==> src/rtl/bp_fe_cmd_sequencer.sv <==
// FE command sequencer: decodes BE->FE commands, runs the fetch FSM, buffers attaboys and
// serialises fetch bundles into fe_queue. Define BP_FE_SEQ_PERF_EN to add saturating perf counters.
module bp_fe_cmd_sequencer #(
  parameter int vaddr_width_p = 39,
  parameter int fetch_width_p = 2,
  parameter int attaboy_els_p = 4,
  parameter int perf_width_p  = 16,
  localparam int cnt_w = $clog2(fetch_width_p + 1),
  localparam int ptr_w = $clog2(attaboy_els_p)
) (
  input  logic                         clk_i,
  input  logic                         reset_i,
  input  logic                         init_done_i,
  input  logic                         cmd_v_i,
  input  logic [2:0]                   cmd_opcode_i,
  input  logic [vaddr_width_p-1:0]     cmd_npc_i,
  input  logic                         cmd_taken_i,
  output logic                         cmd_yumi_o,
  output logic                         redirect_v_o,
  output logic [vaddr_width_p-1:0]     redirect_pc_o,
  output logic                         icache_fence_o,
  output logic                         itlb_w_v_o,
  output logic                         itlb_fence_v_o,
  output logic                         attaboy_v_o,
  output logic [vaddr_width_p-1:0]     attaboy_pc_o,
  output logic                         attaboy_taken_o,
  input  logic                         attaboy_yumi_i,
  output logic                         icache_v_o,
  input  logic                         icache_yumi_i,
  input  logic                         fetch_v_i,
  input  logic [vaddr_width_p-1:0]     fetch_pc_i,
  input  logic [32*fetch_width_p-1:0]  fetch_instr_i,
  input  logic [cnt_w-1:0]             fetch_cnt_i,
  output logic                         fetch_ready_and_o,
  output logic                         fe_queue_v_o,
  output logic [vaddr_width_p-1:0]     fe_queue_pc_o,
  output logic [31:0]                  fe_queue_instr_o,
  input  logic                         fe_queue_ready_and_i,
  output logic [1:0]                   state_o
`ifdef BP_FE_SEQ_PERF_EN
  ,
  output logic [perf_width_p-1:0]      perf_redirect_o,
  output logic [perf_width_p-1:0]      perf_attaboy_stall_o,
  output logic [perf_width_p-1:0]      perf_drop_o
`endif
);

  if (fetch_width_p < 1) begin : g_bad_fetch_width
    $error("fetch_width_p must be >= 1");
  end
  if (attaboy_els_p < 2 || (attaboy_els_p & (attaboy_els_p - 1)) != 0) begin : g_bad_attaboy_els
    $error("attaboy_els_p must be a power of 2 >= 2");
  end
  if (perf_width_p < 1) begin : g_bad_perf_width
    $error("perf_width_p must be >= 1");
  end

  typedef enum logic [1:0] {
    ST_RESET  = 2'd0,
    ST_WAIT   = 2'd1,
    ST_RUN    = 2'd2,
    ST_RESUME = 2'd3
  } state_e;

  state_e state_r, state_n;

  function automatic logic [vaddr_width_p-1:0] instr_pc(input logic [vaddr_width_p-1:0] base,
                                                        input logic [cnt_w-1:0] idx);
    return base + vaddr_width_p'({idx, 2'b00});
  endfunction

  logic is_attaboy, is_complex;
  logic ab_push, ab_pop, ab_full, ab_empty;
  logic [ptr_w:0] ab_wr_ptr, ab_rd_ptr;
  logic [vaddr_width_p-1:0] ab_pc_mem [attaboy_els_p];
  logic                     ab_taken_mem [attaboy_els_p];

  logic                         vld_p1;
  logic [vaddr_width_p-1:0]     pc_p1;
  logic [32*fetch_width_p-1:0]  instr_p1;
  logic [cnt_w-1:0]             cnt_p1, idx_p1;
  logic fq_hs, last_p1, fetch_accept;

  assign is_attaboy = (cmd_opcode_i == 3'd6);
  assign is_complex = (cmd_opcode_i == 3'd5) || (cmd_opcode_i == 3'd7);

  // Command decode; strobes fire only in the cycle the command is consumed.
  always_comb begin
    cmd_yumi_o     = 1'b0;
    redirect_v_o   = 1'b0;
    icache_fence_o = 1'b0;
    itlb_w_v_o     = 1'b0;
    itlb_fence_v_o = 1'b0;
    ab_push        = 1'b0;
    state_n        = state_r;
    if (cmd_v_i) begin
      if (state_r == ST_RESET) begin
        if (cmd_opcode_i == 3'd0) begin
          if (init_done_i) begin
            cmd_yumi_o   = 1'b1;
            redirect_v_o = 1'b1;
            state_n      = ST_RESUME;
          end
        end else if (!is_attaboy) begin
          cmd_yumi_o = 1'b1;
        end
      end else if (is_attaboy) begin
        ab_push    = ~ab_full;
        cmd_yumi_o = ~ab_full;
      end else if (cmd_opcode_i != 3'd0 || init_done_i) begin
        cmd_yumi_o     = 1'b1;
        redirect_v_o   = 1'b1;
        icache_fence_o = (cmd_opcode_i == 3'd4);
        itlb_fence_v_o = (cmd_opcode_i == 3'd5);
        itlb_w_v_o     = (cmd_opcode_i == 3'd7);
        if (cmd_opcode_i == 3'd3 || cmd_opcode_i == 3'd4)
          state_n = ST_WAIT;
        else if (is_complex || cmd_opcode_i == 3'd0)
          state_n = ST_RESUME;
        else
          state_n = ST_RUN;
      end
    end
    if (!redirect_v_o && state_r == ST_RESUME && icache_yumi_i)
      state_n = ST_RUN;
  end

  always_ff @(posedge clk_i) begin
    if (reset_i) state_r <= ST_RESET;
    else         state_r <= state_n;
  end

  assign state_o       = state_r;
  assign redirect_pc_o = cmd_npc_i;
  assign icache_v_o    = ((state_r == ST_RUN) && !(cmd_v_i && is_complex)) || (state_r == ST_RESUME);

  // Attaboy FIFO: pointers carry a wrap bit; a full FIFO refuses pushes even when popping.
  assign ab_empty = (ab_wr_ptr == ab_rd_ptr);
  assign ab_full  = (ab_wr_ptr[ptr_w] != ab_rd_ptr[ptr_w]) &&
                    (ab_wr_ptr[ptr_w-1:0] == ab_rd_ptr[ptr_w-1:0]);
  assign ab_pop   = attaboy_yumi_i & ~ab_empty;

  always_ff @(posedge clk_i) begin
    if (reset_i) begin
      ab_wr_ptr <= '0;
      ab_rd_ptr <= '0;
    end else begin
      if (ab_push) ab_wr_ptr <= ab_wr_ptr + 1'b1;
      if (ab_pop)  ab_rd_ptr <= ab_rd_ptr + 1'b1;
    end
  end

  always_ff @(posedge clk_i) begin
    if (ab_push) begin
      ab_pc_mem[ab_wr_ptr[ptr_w-1:0]]    <= cmd_npc_i;
      ab_taken_mem[ab_wr_ptr[ptr_w-1:0]] <= cmd_taken_i;
    end
  end

  assign attaboy_v_o     = ~ab_empty;
  assign attaboy_pc_o    = ab_pc_mem[ab_rd_ptr[ptr_w-1:0]];
  assign attaboy_taken_o = ab_taken_mem[ab_rd_ptr[ptr_w-1:0]];

  // Stage p1: accepted bundle, drained one instruction per fe_queue handshake.
  assign fe_queue_v_o      = vld_p1 & ~redirect_v_o;
  assign fq_hs             = fe_queue_v_o & fe_queue_ready_and_i;
  assign last_p1           = (idx_p1 == cnt_p1 - cnt_w'(1));
  assign fetch_ready_and_o = (state_r == ST_RUN) && !redirect_v_o && (!vld_p1 || (fq_hs && last_p1));
  assign fetch_accept      = fetch_v_i & fetch_ready_and_o;
  assign fe_queue_pc_o     = instr_pc(pc_p1, idx_p1);
  assign fe_queue_instr_o  = instr_p1[32*idx_p1 +: 32];

  always_ff @(posedge clk_i) begin
    if (reset_i) begin
      vld_p1 <= 1'b0;
      idx_p1 <= '0;
    end else if (redirect_v_o) begin
      vld_p1 <= 1'b0;
    end else if (fetch_accept) begin
      vld_p1 <= (fetch_cnt_i != '0);
      idx_p1 <= '0;
    end else if (fq_hs) begin
      if (last_p1) vld_p1 <= 1'b0;
      else         idx_p1 <= idx_p1 + 1'b1;
    end
  end

  always_ff @(posedge clk_i) begin
    if (fetch_accept) begin
      pc_p1    <= fetch_pc_i;
      instr_p1 <= fetch_instr_i;
      cnt_p1   <= fetch_cnt_i;
    end
  end

`ifdef BP_FE_SEQ_PERF_EN
  function automatic logic [perf_width_p-1:0] sat_add(input logic [perf_width_p-1:0] a,
                                                      input logic [perf_width_p-1:0] b);
    logic [perf_width_p:0] s;
    s = {1'b0, a} + {1'b0, b};
    return s[perf_width_p] ? {perf_width_p{1'b1}} : s[perf_width_p-1:0];
  endfunction

  logic ab_stall;
  assign ab_stall = cmd_v_i & is_attaboy & (state_r != ST_RESET) & ab_full;

  always_ff @(posedge clk_i) begin
    if (reset_i) begin
      perf_redirect_o      <= '0;
      perf_attaboy_stall_o <= '0;
      perf_drop_o          <= '0;
    end else begin
      if (redirect_v_o)
        perf_redirect_o <= sat_add(perf_redirect_o, perf_width_p'(1));
      if (ab_stall)
        perf_attaboy_stall_o <= sat_add(perf_attaboy_stall_o, perf_width_p'(1));
      if (redirect_v_o && vld_p1)
        perf_drop_o <= sat_add(perf_drop_o, perf_width_p'(cnt_p1 - idx_p1));
    end
  end
`endif

endmodule

==> config.mk <==
export PLATFORM = sky130hd
export DESIGN_NAME = bp_fe_cmd_sequencer
export DESIGN_NICKNAME = d
export VERILOG_FILES = /design/src/rtl/bp_fe_cmd_sequencer.sv
export SDC_FILE = /design/constraint.sdc
export NUM_CORES = 1
export LEC_CHECK = 0
export ABC_AREA = 1
export ABC_CLOCK_PERIOD_IN_PS = 8100
export CAP_MARGIN = 20
export CELL_PAD_IN_SITES_DETAIL_PLACEMENT = 1
export CELL_PAD_IN_SITES_GLOBAL_PLACEMENT = 1
export CORE_UTILIZATION = 41
export CTS_CLUSTER_DIAMETER = 80
export DETAILED_ROUTE_END_ITERATION = 10
export HOLD_SLACK_MARGIN = 0.03
export PLACE_DENSITY = 0.92
export RECOVER_POWER = 25
export REMOVE_ABC_BUFFERS = 1
export SKIP_LAST_GASP = 1
export SYNTH_ARGS = -nofsm -noshare
export SYNTH_HDL_FRONTEND = slang
export SYNTH_SLANG_ARGS = --single-unit
==> constraint.sdc <==
create_clock -name clk_i -period 8.1 [get_ports clk_i]
set_input_delay 1.215 -clock clk_i [delete_from_list [all_inputs] [get_ports clk_i]]
set_output_delay 1.215 -clock clk_i [all_outputs]
set_load 0.02 [all_outputs]
==> results of run 1 <==
[cells by family (layout without fill, tap and decap cells)]
group                      count (synthesis)  count (layout)
and+or+nand+nor                          298             298
adders and majority gates                  8               8
AOI/OAI and AO/OA                        176             176
other                                      0               6
buffers and inverters                    133             437
xor gates and xnor gates                  37              37
DFF                                      278             278
[cell usage in the layout (no fill, tap or decap), types with 2 or more instances in the layout]
| cell | synthesis | final |
|---|---|---|
| clkbuf_1 | 34 | 5 |
| and3_1 | 2 | 2 |
| buf_4 | 42 | 10 |
| bufinv_16 | 0 | 2 |
| edfxtp_1 | 265 | 265 |
| o21ai_0 | 119 | 119 |
| clkinv_2 | 0 | 9 |
| dlygate4sd3_1 | 0 | 123 |
| nand2_4 | 2 | 2 |
| nor2_4 | 4 | 8 |
| clkinvlp_4 | 0 | 4 |
| inv_2 | 14 | 15 |
| inv_1 | 42 | 41 |
| clkinv_1 | 1 | 3 |
| nand3_2 | 4 | 4 |
| nor3_1 | 11 | 11 |
| xor2_1 | 25 | 25 |
| and2_1 | 2 | 2 |
| diode_2 | 0 | 6 |
| clkbuf_16 | 0 | 29 |
| o22ai_1 | 40 | 40 |
| nand3_1 | 15 | 15 |
| nand2_1 | 54 | 54 |
| dfxtp_1 | 13 | 12 |
| nor2_1 | 179 | 175 |
| clkdlybuf4s50_1 | 0 | 193 |
| nand2_2 | 4 | 4 |
| nor2_2 | 4 | 4 |
| a21oi_1 | 12 | 12 |
| ha_1 | 7 | 7 |
| xnor2_1 | 12 | 12 |
| nor4_2 | 2 | 2 |
| nand4_1 | 10 | 10 |
[power groups by stage]
stage | Clock (mW) | Combinational [mW] | Sequential [mW]
3_3_place_gp | 0 | 0.510 | 1.64
6_report | 1.27 | 0.523 | 1.61
3_5_place_dp | 0 | 0.534 | 1.64
2_1_floorplan | 0 | 0.203 | 1.66
4_1_cts | 1.30 | 0.539 | 1.61
5_1_grt | 1.35 | 0.559 | 1.62
[area by class of cell]
type / count / area [um2]
clock inverters: 20 / 164
repair buffers: 326 / 3240
multi-input cells: 519 / 2750
flip-flops and latches: 278 / 8220
inverters: 57 / 216
clock buffers: 34 / 744
fillers: 2854 / 12000
well taps: 378 / 473
diodes: 6 / 15.0
[state kept, by name, indices dropped and copies added (netlist names), named ones only]
register / flops
ab_pc_mem: 156
ab_rd_ptr: 3
ab_taken_mem: 4
ab_wr_ptr: 3
cnt_p1: 2
idx_p1: 2
instr_p1: 64
pc_p1: 39
state_o: 2
vld_p1: 1
[through the flow]
step	worst slack [ps]	hold slack [ps]	power [mW]	cell area (um2)	utilization (%)
detailed placement	3690	494	2.18	14900	53.6
global route	3100	519	3.52	15800	56.9
global placement	3790	461	2.15	14900	53.6
floorplan	3260	446	1.86	11200	-
finish	3310	504	3.41	15800	57.0
CTS	3260	505	3.46	15800	56.9
[final timing paths]
path                                   start  cells after the start                 to  slack (ps)
worst min register to register  ab_rd_ptr[2]                      2       ab_rd_ptr[2]         500
worst max-delay path               idx_p1[1]                      8  fe_queue_pc_o[32]        3310
worst max register to register     idx_p1[0]                     10       instr_p1[39]        4700
worst min-delay path            ab_rd_ptr[2]                      2       ab_rd_ptr[2]         500
[worst register-to-register path: cells and delay by family (launching register included)]
family,cells,cell delay [ps]
buf+inv,4,1880
simple gates,6,740
flops,1,330
[routing by layer]
layer	routed length, um	track usage, %	vias to the layer above
met1	12800	25.3	4082
met2	17600	43.2	320
li1	-	-	3819
met3	2670	6.40	49
met4	816	7.01	2
met5	14	0	-
[cells in the mapped netlist (2+ instances only)]
cell type    n
and3_1       2
edfxtp_1   265
nand4_1     10
clkbuf_1    34
xor2_1      25
nor3_1      11
inv_1       42
inv_2       14
a21oi_1     12
nand2_2      4
o21ai_0    119
nand3_2      4
o22ai_1     40
nor4_2       2
nor2_4       4
nand2_1     54
buf_4       42
nor2_2       4
nand3_1     15
dfxtp_1     13
xnor2_1     12
and2_1       2
ha_1         7
nor2_1     179
nand2_4      2
==> metrics.md, run 1 <==
| Metric | Value |
|---|---|
| Antenna violations before repair | 6 |
| Worst min path class | flop to flop |
| Synth area leader | edfxtp_1 |
| Distinct cell type count after synthesis | 37 |
| Maximum number of pins on one net before global-route repair | 82 |
| Combinational power share | 15.3% |
| Number of flops mapped to enable cells by yosys | 265 |
| Yosys reg bits | 278 |
| Xor/xnor share of the synthesized area | 2.79% |
| Largest family of logic cells by synthesized area | simple AND/OR/NAND/NOR gates |
| Max incr delay on CP | 670 ps |
| Final nets | 1375 |
| TritonRoute pass-1 iters | 4 |
| Number of hold buffers added after CTS | 0 |
| Clock root cell | clkbuf_16 |
| H-tree levels | 1 |
| CP Capture Type | primary output |
| Synth async-reset ratio | 0% |
| Leak Pwr | 5.55 nW |
| Cts bufs inserted | 29 |
| CTS resizes | 0 |
| PortBufs | 316 |
| Fin crit period | 4790 ps |
| NetSw | 0.866 mW |
| Ys flop type | edfxtp_1 |
| Sequential area share after synthesis | 70.9% |
| Max Root-Sink Buffers | 3 |
| Worst-margin pin slew | 860 ps |
| Final setup viols | 0 |
| Tcrit/Tclk final | 59.2% |
| Fmax | 209 MHz |
| Row count | 61 |
| Worst skew pair latency | 540 ps |
| Req. time, crit path | 6880 ps |
| Clk slew on worst S/H paths | 60 ps |
| Post-route ant nets | 0 |
| Die Y | 170 um |
| Post-CTS setup buffer count | 0 |
| First-pass GRT wire length | 51100 um |
| CP max FO | 34 |
| Vias | 8272 |
| Area share of the largest cell type after synthesis | 68.6% |
| RSZ-0062 raised after global routing | no |
| DIE WIDTH | 170 um |
| Pwr Density | 216 nW/um2 |
| Setup TNS | 0 ps |
| DRC | 0 |
| Crit path cell chain | inv_2, fa_1, nand3b_1, nor2_1, and2_1, nand4_1, xnor2_1, clkdlybuf4s50_1 |
| Mapped Cells | 930 |
| GP Congestion | 0.838 |
| CP Class | flop to primary output |
| Final wirelength | 33900 um |
| Vias per inst | 5.11 |
| TritonCTS clock tree | done |
| Post-Synth Simple-Gate Area | 11.5% |
| Critical path's slowest cell | clkdlybuf4s50_1 |
| Post-synthesis compound-gate area fraction | 8.22% |
| CP arrival | 3580 ps |
| Area Growth Syn to Fin | 36.4% |
| Tot GR Track Use | 23.2% |
| I/O pin total | 317 |
| Clock Skews | 11.4 ps |
| Synth Cell Area | 11600 um2 |
| HPWL Detailed | 22800 um |
| Status | complete, no violations |
| Ranking of synthesized cells by area | edfxtp_1, nor2_1, o21ai_0 |
| Internal power | 2.55 mW |
| Global route overflow | 0 |
| Initial DRC count | 469 |
| Buf+Inv Stages, Crit Path | 2 |
| # clock sinks | 278 |
| Non-filler cells, final | 1618 |
| Ratio of cells with drive above 1 in the final layout | 8.18% |
| DR WL/cell | 20.9 um |
| Clock power frac | 37.4% |
| Syn. warnings | 0 |
| Mux cell area share after synthesis | 0% |
| VDD IR-drop max | 177 uV |
| Hold Fails Final Rpt | 0 |
| Slew Limit Fails | 0 |
| Core area | 27800 um2 |
| Delay-heaviest family, CP | simple AND/OR/NAND/NOR gates |
| Seq pwr share | 47.3% |
| # Max-Cap Violations | 0 |
| Die area | 29000 um2 |
| Sw Share | 25.4% |
| Initial Utilization | 41.7% |
| Worst Setup Start Kind | flop |
| Rel. slew slack | 42.7% |
| Synth Area in Adders | 0.928% |
| Syn_area_per_cell | 12.5 um2 |
| Vias in the first global route | 9091 |
| DP Cell Count | 1558 |
Note: power is estimated with default switching activity, not from simulation.
==> run 2: changes to the inputs <==
--- a/config.mk
+++ b/config.mk
@@ -6,15 +6,15 @@
 export NUM_CORES = 1
 export LEC_CHECK = 0
 export ABC_AREA = 1
-export ABC_CLOCK_PERIOD_IN_PS = 8100
+export ABC_CLOCK_PERIOD_IN_PS = 4900
 export CAP_MARGIN = 20
 export CELL_PAD_IN_SITES_DETAIL_PLACEMENT = 1
 export CELL_PAD_IN_SITES_GLOBAL_PLACEMENT = 1
-export CORE_UTILIZATION = 41
+export CORE_UTILIZATION = 38
 export CTS_CLUSTER_DIAMETER = 80
 export DETAILED_ROUTE_END_ITERATION = 10
 export HOLD_SLACK_MARGIN = 0.03
-export PLACE_DENSITY = 0.92
+export PLACE_DENSITY = 0.87
 export RECOVER_POWER = 25
 export REMOVE_ABC_BUFFERS = 1
 export SKIP_LAST_GASP = 1
==> constraint.sdc (replaced) <==
create_clock -name clk_i -period 4.9 [get_ports clk_i]
set_input_delay 0.735 -clock clk_i [delete_from_list [all_inputs] [get_ports clk_i]]
set_output_delay 0.735 -clock clk_i [all_outputs]
set_load 0.02 [all_outputs]
==> run 2 against run 1 <==
  * Via count grew 1.6%
  * Die area grew 7.8%
  * Global-route usage shrank 1.9 points
  * Critical path type unchanged
  * Setup slack lost 2500 ps
  * Largest cell class unchanged
  * Sequential share of layout area shrank 0.51 points
==> metrics.md, run 2 (synthesized netlist as in run 1, its figures left out) <==
| Metric | Value |
|---|---|
| Power Total | 5.82 mW (+71%) |
| Post-route ant nets | 0 (unchanged) |
| DR WL met2 | 17300 um (-1.9%) |
| Req. time, crit path | 4160 ps (-2720 ps) |
| CTS resizes | 0 (unchanged) |
| Met3 WL | 2970 um (+11%) |
| Multi-input gate area | 2750 um2 (unchanged) |
| Die Y | 177 um (+3.8%) |
| Final nets | 1379 (+0.29%) |
| Rel. slew slack | 35.1% (-7.6 points) |
| # Max-Cap Violations | 0 (unchanged) |
| Critical path's slowest cell | clkdlybuf4s50_1 |
| Vias | 8406 (+1.6%) |
| Delay-heaviest family, CP | buffers and inverters |
| Cts bufs inserted | 30 (+3.4%) |
| HPWL Detailed | 22500 um (-1.5%) |
| Ratio of cells with drive above 1 in the final layout | 8.56% (+0.37 points) |
| Fin area | 16000 um2 (+1.0%) |
| WL met1 | 12900 um (+0.80%) |
| CP arrival | 3390 ps (-190 ps) |
| CP Capture Type | primary output |
| DIE WIDTH | 177 um (+3.8%) |
| Number of hold buffers added after CTS | 0 (unchanged) |
| I/O pin total | 317 (unchanged) |
| VDD IR-drop max | 253 uV (+43%) |
| DP Cell Count | 1573 (+0.96%) |
| Clk slew on worst S/H paths | 60 ps (about the same) |
| Max incr delay on CP | 670 ps (about the same) |
| Register area | 8220 um2 (unchanged) |
| Final wirelength | 33900 um (+0.12%) |
| Clock root cell | clkbuf_16 |
| Vias in the first global route | 9331 (+2.6%) |
| H-tree levels | 1 (unchanged) |
| Tot GR Track Use | 21.3% (-1.9 points) |
| Post-CTS setup buffer count | 0 (unchanged) |
| Fill count | 3028 (+6.1%) |
| Worst skew pair latency | 560 ps (+20 ps) |
| Status | complete, no violations |
| Initial DRC count | 488 (+4.1%) |
| Setup TNS | 0 ps (unchanged) |
| Leak Pwr | 5.61 nW (+1.1%) |
| Worst min path class | flop to flop |
| TritonCTS clock tree | done |
| DRC | 0 (unchanged) |
| First-pass GRT wire length | 50900 um (-0.38%) |
| Worst Setup Start Kind | flop |
| Core area | 29800 um2 (+7.3%) |
| Initial Utilization | 38.9% (-2.8 points) |
| PortBufs | 316 (unchanged) |
| # clock sinks | 278 (unchanged) |
| Crit path cell chain | inv_2, fa_1, nand3b_1, inv_2, nand2_2, nor2_4, nand3_2, nor2_1, xor2_1, clkdlybuf4s50_1 |
| Clock Skews | 17.0 ps (+5.60 ps) |
| Maximum number of pins on one net before global-route repair | 81 (-1.2%) |
| Tcrit/Tclk final | 84.3% |
| Non-filler cells, final | 1641 (+1.4%) |
| GP Congestion | 0.850 (+1.5%) |
| Pwr Density | 364 nW/um2 (+69%) |
| Vias per inst | 5.12 (+0.20%) |
| TritonRoute pass-1 iters | 5 (+1) |
| Fin crit period | 4130 ps |
| Area Growth Syn to Fin | 37.8% |
| Buf+Inv Stages, Crit Path | 3 (+1) |
| Hold Fails Final Rpt | 0 (unchanged) |
| Antenna violations before repair | 12 (+6) |
| Top sig layer | met4 |
| Slew Limit Fails | 0 (unchanged) |
| Crit-path most repeated cell | inv_2 |
| Post-Place Cell Area | 15000 um2 (+0.34%) |
| Most common cell after layout, fill and taps aside | edfxtp_1 |
| Fmax | 242 MHz |
| Final setup viols | 0 (unchanged) |
| Die area | 31200 um2 (+7.8%) |
| Worst-margin pin slew | 972 ps (+113 ps) |
| Row count | 63 (+3.3%) |
| Largest register FFs | 156 (unchanged) |
| CP max FO | 5 (-85%) |
| Max Root-Sink Buffers | 3 (unchanged) |
| RSZ-0062 raised after global routing | no |
| Global route overflow | 0 (unchanged) |
| Highest-count cells in the layout ignoring fill and taps | edfxtp_1, clkdlybuf4s50_1, nor2_1 |
| DR WL/cell | 20.7 um (-1.3%) |
| CP Class | flop to primary output |
-- run 2: changes by cell type in the layout (fill, tap and decap cells not counted), sizes merged --
| cell | delta |
|---|---|
| buf | +3 |
| bufinv | +2 |
| clkinvlp | -1 |
| diode | +6 |
| inv | +1 |
-- run 2: where the power goes --
| group | leakage, nW | internal (mW) | switching (mW) | total [mW] |
|---|---|---|---|---|
| combinational | 2.63 | 0.368 | 0.497 | 0.865 |
| sequential | 2.49 | 2.65 | 0.0217 | 2.67 |
| clock | 0.485 | 1.34 | 0.947 | 2.29 |
-- run 2: layout make-up --
class                      count  share of cell area (%)
tap                          390                    3.05
sequential                   278                    51.4
inverter                      57                    1.35
antenna                       12                   0.188
timing repair buffer         329                    20.5
multi-input combinational    519                    17.2
clock buffer                  34                    4.79
clock inverter                22                    1.47
-- run 2: final timing paths --
kind | startpoint | endpoint | slack [ps] | cells past startpoint
setup / recovery | idx_p1[1] | fe_queue_pc_o[28] | 770 | 10
hold / removal | ab_rd_ptr[2] | ab_rd_ptr[2] | 490 | 2
setup reg to reg | idx_p1[1] | instr_p1[47] | 2000 | 11
hold reg to reg | ab_rd_ptr[2] | ab_rd_ptr[2] | 490 | 2
-- run 2: worst register-to-register path: cells and delay by family, from the launching register on --
family	cells	cell delay, ps
buffers and inverters	4	1420
flip-flops	1	380
AND/OR/NAND/NOR	7	790
-- run 2: stage by stage --
step	hold WS (ps)	setup slack [ps]	utilization [%]
6_report	485	771	53.6
5_1_grt	510	581	53.6
4_1_cts	483	746	53.5
3_5_place_dp	471	1380	50.2
3_3_place_gp	463	1470	50.2
2_1_floorplan	446	539	-
-- run 2: layer usage --
layer	vias to the layer above	track usage [%]
li1	3859	-
met2	347	38.3
met3	56	6.29
met4	0	7.87
met5	-	0
met1	4144	23.5
==> run 3: changes to the inputs <==
--- a/config.mk
+++ b/config.mk
@@ -6,7 +6,7 @@
 export NUM_CORES = 1
 export LEC_CHECK = 0
 export ABC_AREA = 1
-export ABC_CLOCK_PERIOD_IN_PS = 4900
+export ABC_CLOCK_PERIOD_IN_PS = 4000
 export CAP_MARGIN = 20
 export CELL_PAD_IN_SITES_DETAIL_PLACEMENT = 1
 export CELL_PAD_IN_SITES_GLOBAL_PLACEMENT = 1
==> constraint.sdc (replaced) <==
create_clock -name clk_i -period 4 [get_ports clk_i]
set_input_delay 0.6 -clock clk_i [delete_from_list [all_inputs] [get_ports clk_i]]
set_output_delay 0.6 -clock clk_i [all_outputs]
set_load 0.02 [all_outputs]
==> run 3 against run 2 <==
  * Core utilization grew 0.18 points
  * Worst hold slack worse by 3.1 ps
  * Via count rose by 0.15%
  * Setup slack lost 670 ps
  * Clock-buffer cell count increased by 1
  * Wire length hardly changed
  * Final cell count is 0.24% lower
  * Design area increased by 0.33%
  * Sequential cell count did not move
  * First-iteration DRC count shrank 14%
  * Critical path type unchanged
  * Critical endpoint is now fe_queue_pc_o[30]
  * Largest power group unchanged
==> metrics.md, run 3 (synthesized netlist as in run 1, its figures left out) <==
| Metric | Value |
|---|---|
| Ratio of cells with drive above 1 in the final layout | 8.94% (+0.38 points) |
| Die Y | 177 um (unchanged) |
| CP arrival | 3300 ps (-90 ps) |
| Req. time, crit path | 3400 ps (-760 ps) |
| TritonCTS clock tree | done |
| PortBufs | 316 (unchanged) |
| Final nets | 1383 (+0.29%) |
| CP Class | flop to primary output |
| Pwr Density | 447 nW/um2 (+23%) |
| Initial Utilization | 38.9% (unchanged) |
| Fmax | 256 MHz |
| Post-Place Cell Area | 15000 um2 (+0.42%) |
| First-pass GRT wire length | 50600 um (-0.65%) |
| Tcrit/Tclk final | 97.5% |
| Post-CTS setup buffer count | 0 (unchanged) |
| Max Root-Sink Buffers | 3 (unchanged) |
| Worst skew pair latency | 550 ps (about the same) |
| HPWL Detailed | 22700 um (+1.0%) |
| Fin area | 16000 um2 (+0.33%) |
| WHS | 482 ps (-3.08 ps) |
| Cts bufs inserted | 29 (-3.3%) |
| Post-route ant nets | 0 (unchanged) |
| Reg2reg setup slack | 1440 ps (-560 ps) |
| Hold path cells | 2 (unchanged) |
| Leak Pwr | 5.67 nW (+1.1%) |
| Number of hold buffers added after CTS | 0 (unchanged) |
| CTS resizes | 1 (+1) |
| VDD IR-drop max | 328 uV (+30%) |
| Fin crit period | 3900 ps |
| Final setup viols | 0 (unchanged) |
| Crit path cell chain | ha_1, inv_1, fa_1, nand3b_1, inv_2, nand2_2, inv_2, nand4_4, nor2_4, nand2_2, xnor2_1, clkdlybuf4s50_1 |
| Tot GR Track Use | 21.1% (-0.16 points) |
| Worst r2r dst | instr_p1[41] |
| Vias in the first global route | 9105 (-2.4%) |
| Global route overflow | 0 (unchanged) |
| Worst Setup Start Kind | flop |
| Buf+Inv Stages, Crit Path | 4 (+1) |
| # clock sinks | 278 (unchanged) |
| Worst r2r src | idx_p1[1] |
| Core area | 29800 um2 (unchanged) |
| Vias | 8419 (+0.15%) |
| Clock Skews | 12.8 ps (-4.18 ps) |
| Row count | 63 (unchanged) |
| Worst hold endpoint | ab_rd_ptr[2] |
| Status | complete, no violations |
| # Max-Cap Violations | 0 (unchanged) |
| Antenna violations before repair | 6 (-6) |
| I/O pin total | 317 (unchanged) |
| DRC | 0 (unchanged) |
| Worst-margin pin slew | 802 ps (-171 ps) |
| Max incr delay on CP | 640 ps (-30 ps) |
| GP Congestion | 0.864 (+1.6%) |
| Initial DRC count | 418 (-14%) |
| Clk slew on worst S/H paths | 70 ps (about the same) |
| Die area | 31200 um2 (unchanged) |
| Hold path startpoint | ab_rd_ptr[2] |
| TritonRoute pass-1 iters | 4 (-1) |
| Clock root cell | clkbuf_16 |
| Vias per inst | 5.14 (+0.40%) |
| Hold Fails Final Rpt | 0 (unchanged) |
| Rel. slew slack | 46.5% (+11 points) |
| H-tree levels | 1 (unchanged) |
| Most common cell after layout, fill and taps aside | edfxtp_1 |
| Delay-heaviest family, CP | buffers and inverters |
| CP Depth | 12 (+2) |
| R2R cell count | 11 (unchanged) |
| Slew Limit Fails | 0 (unchanged) |
| DIE WIDTH | 177 um (unchanged) |
| Maximum number of pins on one net before global-route repair | 81 (unchanged) |
| Area Growth Syn to Fin | 38.2% |
| DR WL/cell | 20.7 um (+0.22%) |
| Worst min path class | flop to flop |
| Final wirelength | 33900 um (about the same) |
| Critical path's slowest cell | clkdlybuf4s50_1 |
| CP Capture Type | primary output |
| CP max FO | 3 (-2) |
| Largest register FFs | 156 (unchanged) |
| Highest-count cells in the layout ignoring fill and taps | edfxtp_1, clkdlybuf4s50_1, nor2_1 |
-- run 3: power breakdown --
| part | switching (mW) | leakage (nW) | internal, mW | total [mW] |
|---|---|---|---|---|
| Combinational | 0.609 | 2.69 | 0.457 | 1.07 |
| Sequential | 0.0269 | 2.49 | 3.24 | 3.27 |
| Clock | 1.13 | 0.485 | 1.69 | 2.83 |
-- run 3: cell type report --
| cell class | count | area [um2] |
|---|---|---|
| Antenna cell | 5 | 12.5 |
| Clock buffer | 35 | 768 |
| Clock inverter | 19 | 231 |
| Fill cell | 3010 | 13800 |
| Inverter | 57 | 216 |
| Multi-Input combinational cell | 519 | 2750 |
| Sequential cell | 278 | 8220 |
| Tap cell | 390 | 488 |
| Timing Repair Buffer | 334 | 3340 |
-- run 3: through the flow --
step	worst slack, ps	TNS, ps	utilization (%)	instances	total power, mW
floorplan	-227	-32880	-	854	3.77
global placement	689	0	50.4	1578	4.38
detailed placement	596	0	50.4	1578	4.42
CTS	7.55	0	53.7	1632	7.24
global route	-80.7	-80.7	53.8	1637	7.38
finish	99.7	0	53.8	1637	7.16
-- run 3: worst max path at each step --
stage | slack, ps | end | from
floorplan | -230 | cnt_p1[0] | idx_p1[0]
detailed placement | 600 | fe_queue_pc_o[38] | idx_p1[1]
CTS | 8 | fe_queue_pc_o[38] | pc_p1[2]
global route | -80 | fe_queue_pc_o[30] | idx_p1[0]
global placement | 690 | fe_queue_pc_o[38] | idx_p1[1]
finish | 100 | fe_queue_pc_o[30] | pc_p1[2]
-- run 3: worst min-delay path, cell delays in order, from the launching register on --
cell	delay, ps
dfxtp_1	330
inv_1	60
a21oi_1	50
-- run 3: layer usage --
layer	wire length, um	global-route usage, %	vias to the layer above
li1	-	-	3847
met1	13300	24.7	4174
met2	17000	37.2	333
met3	2710	6.06	63
met4	850	6.39	2
met5	13	0	-
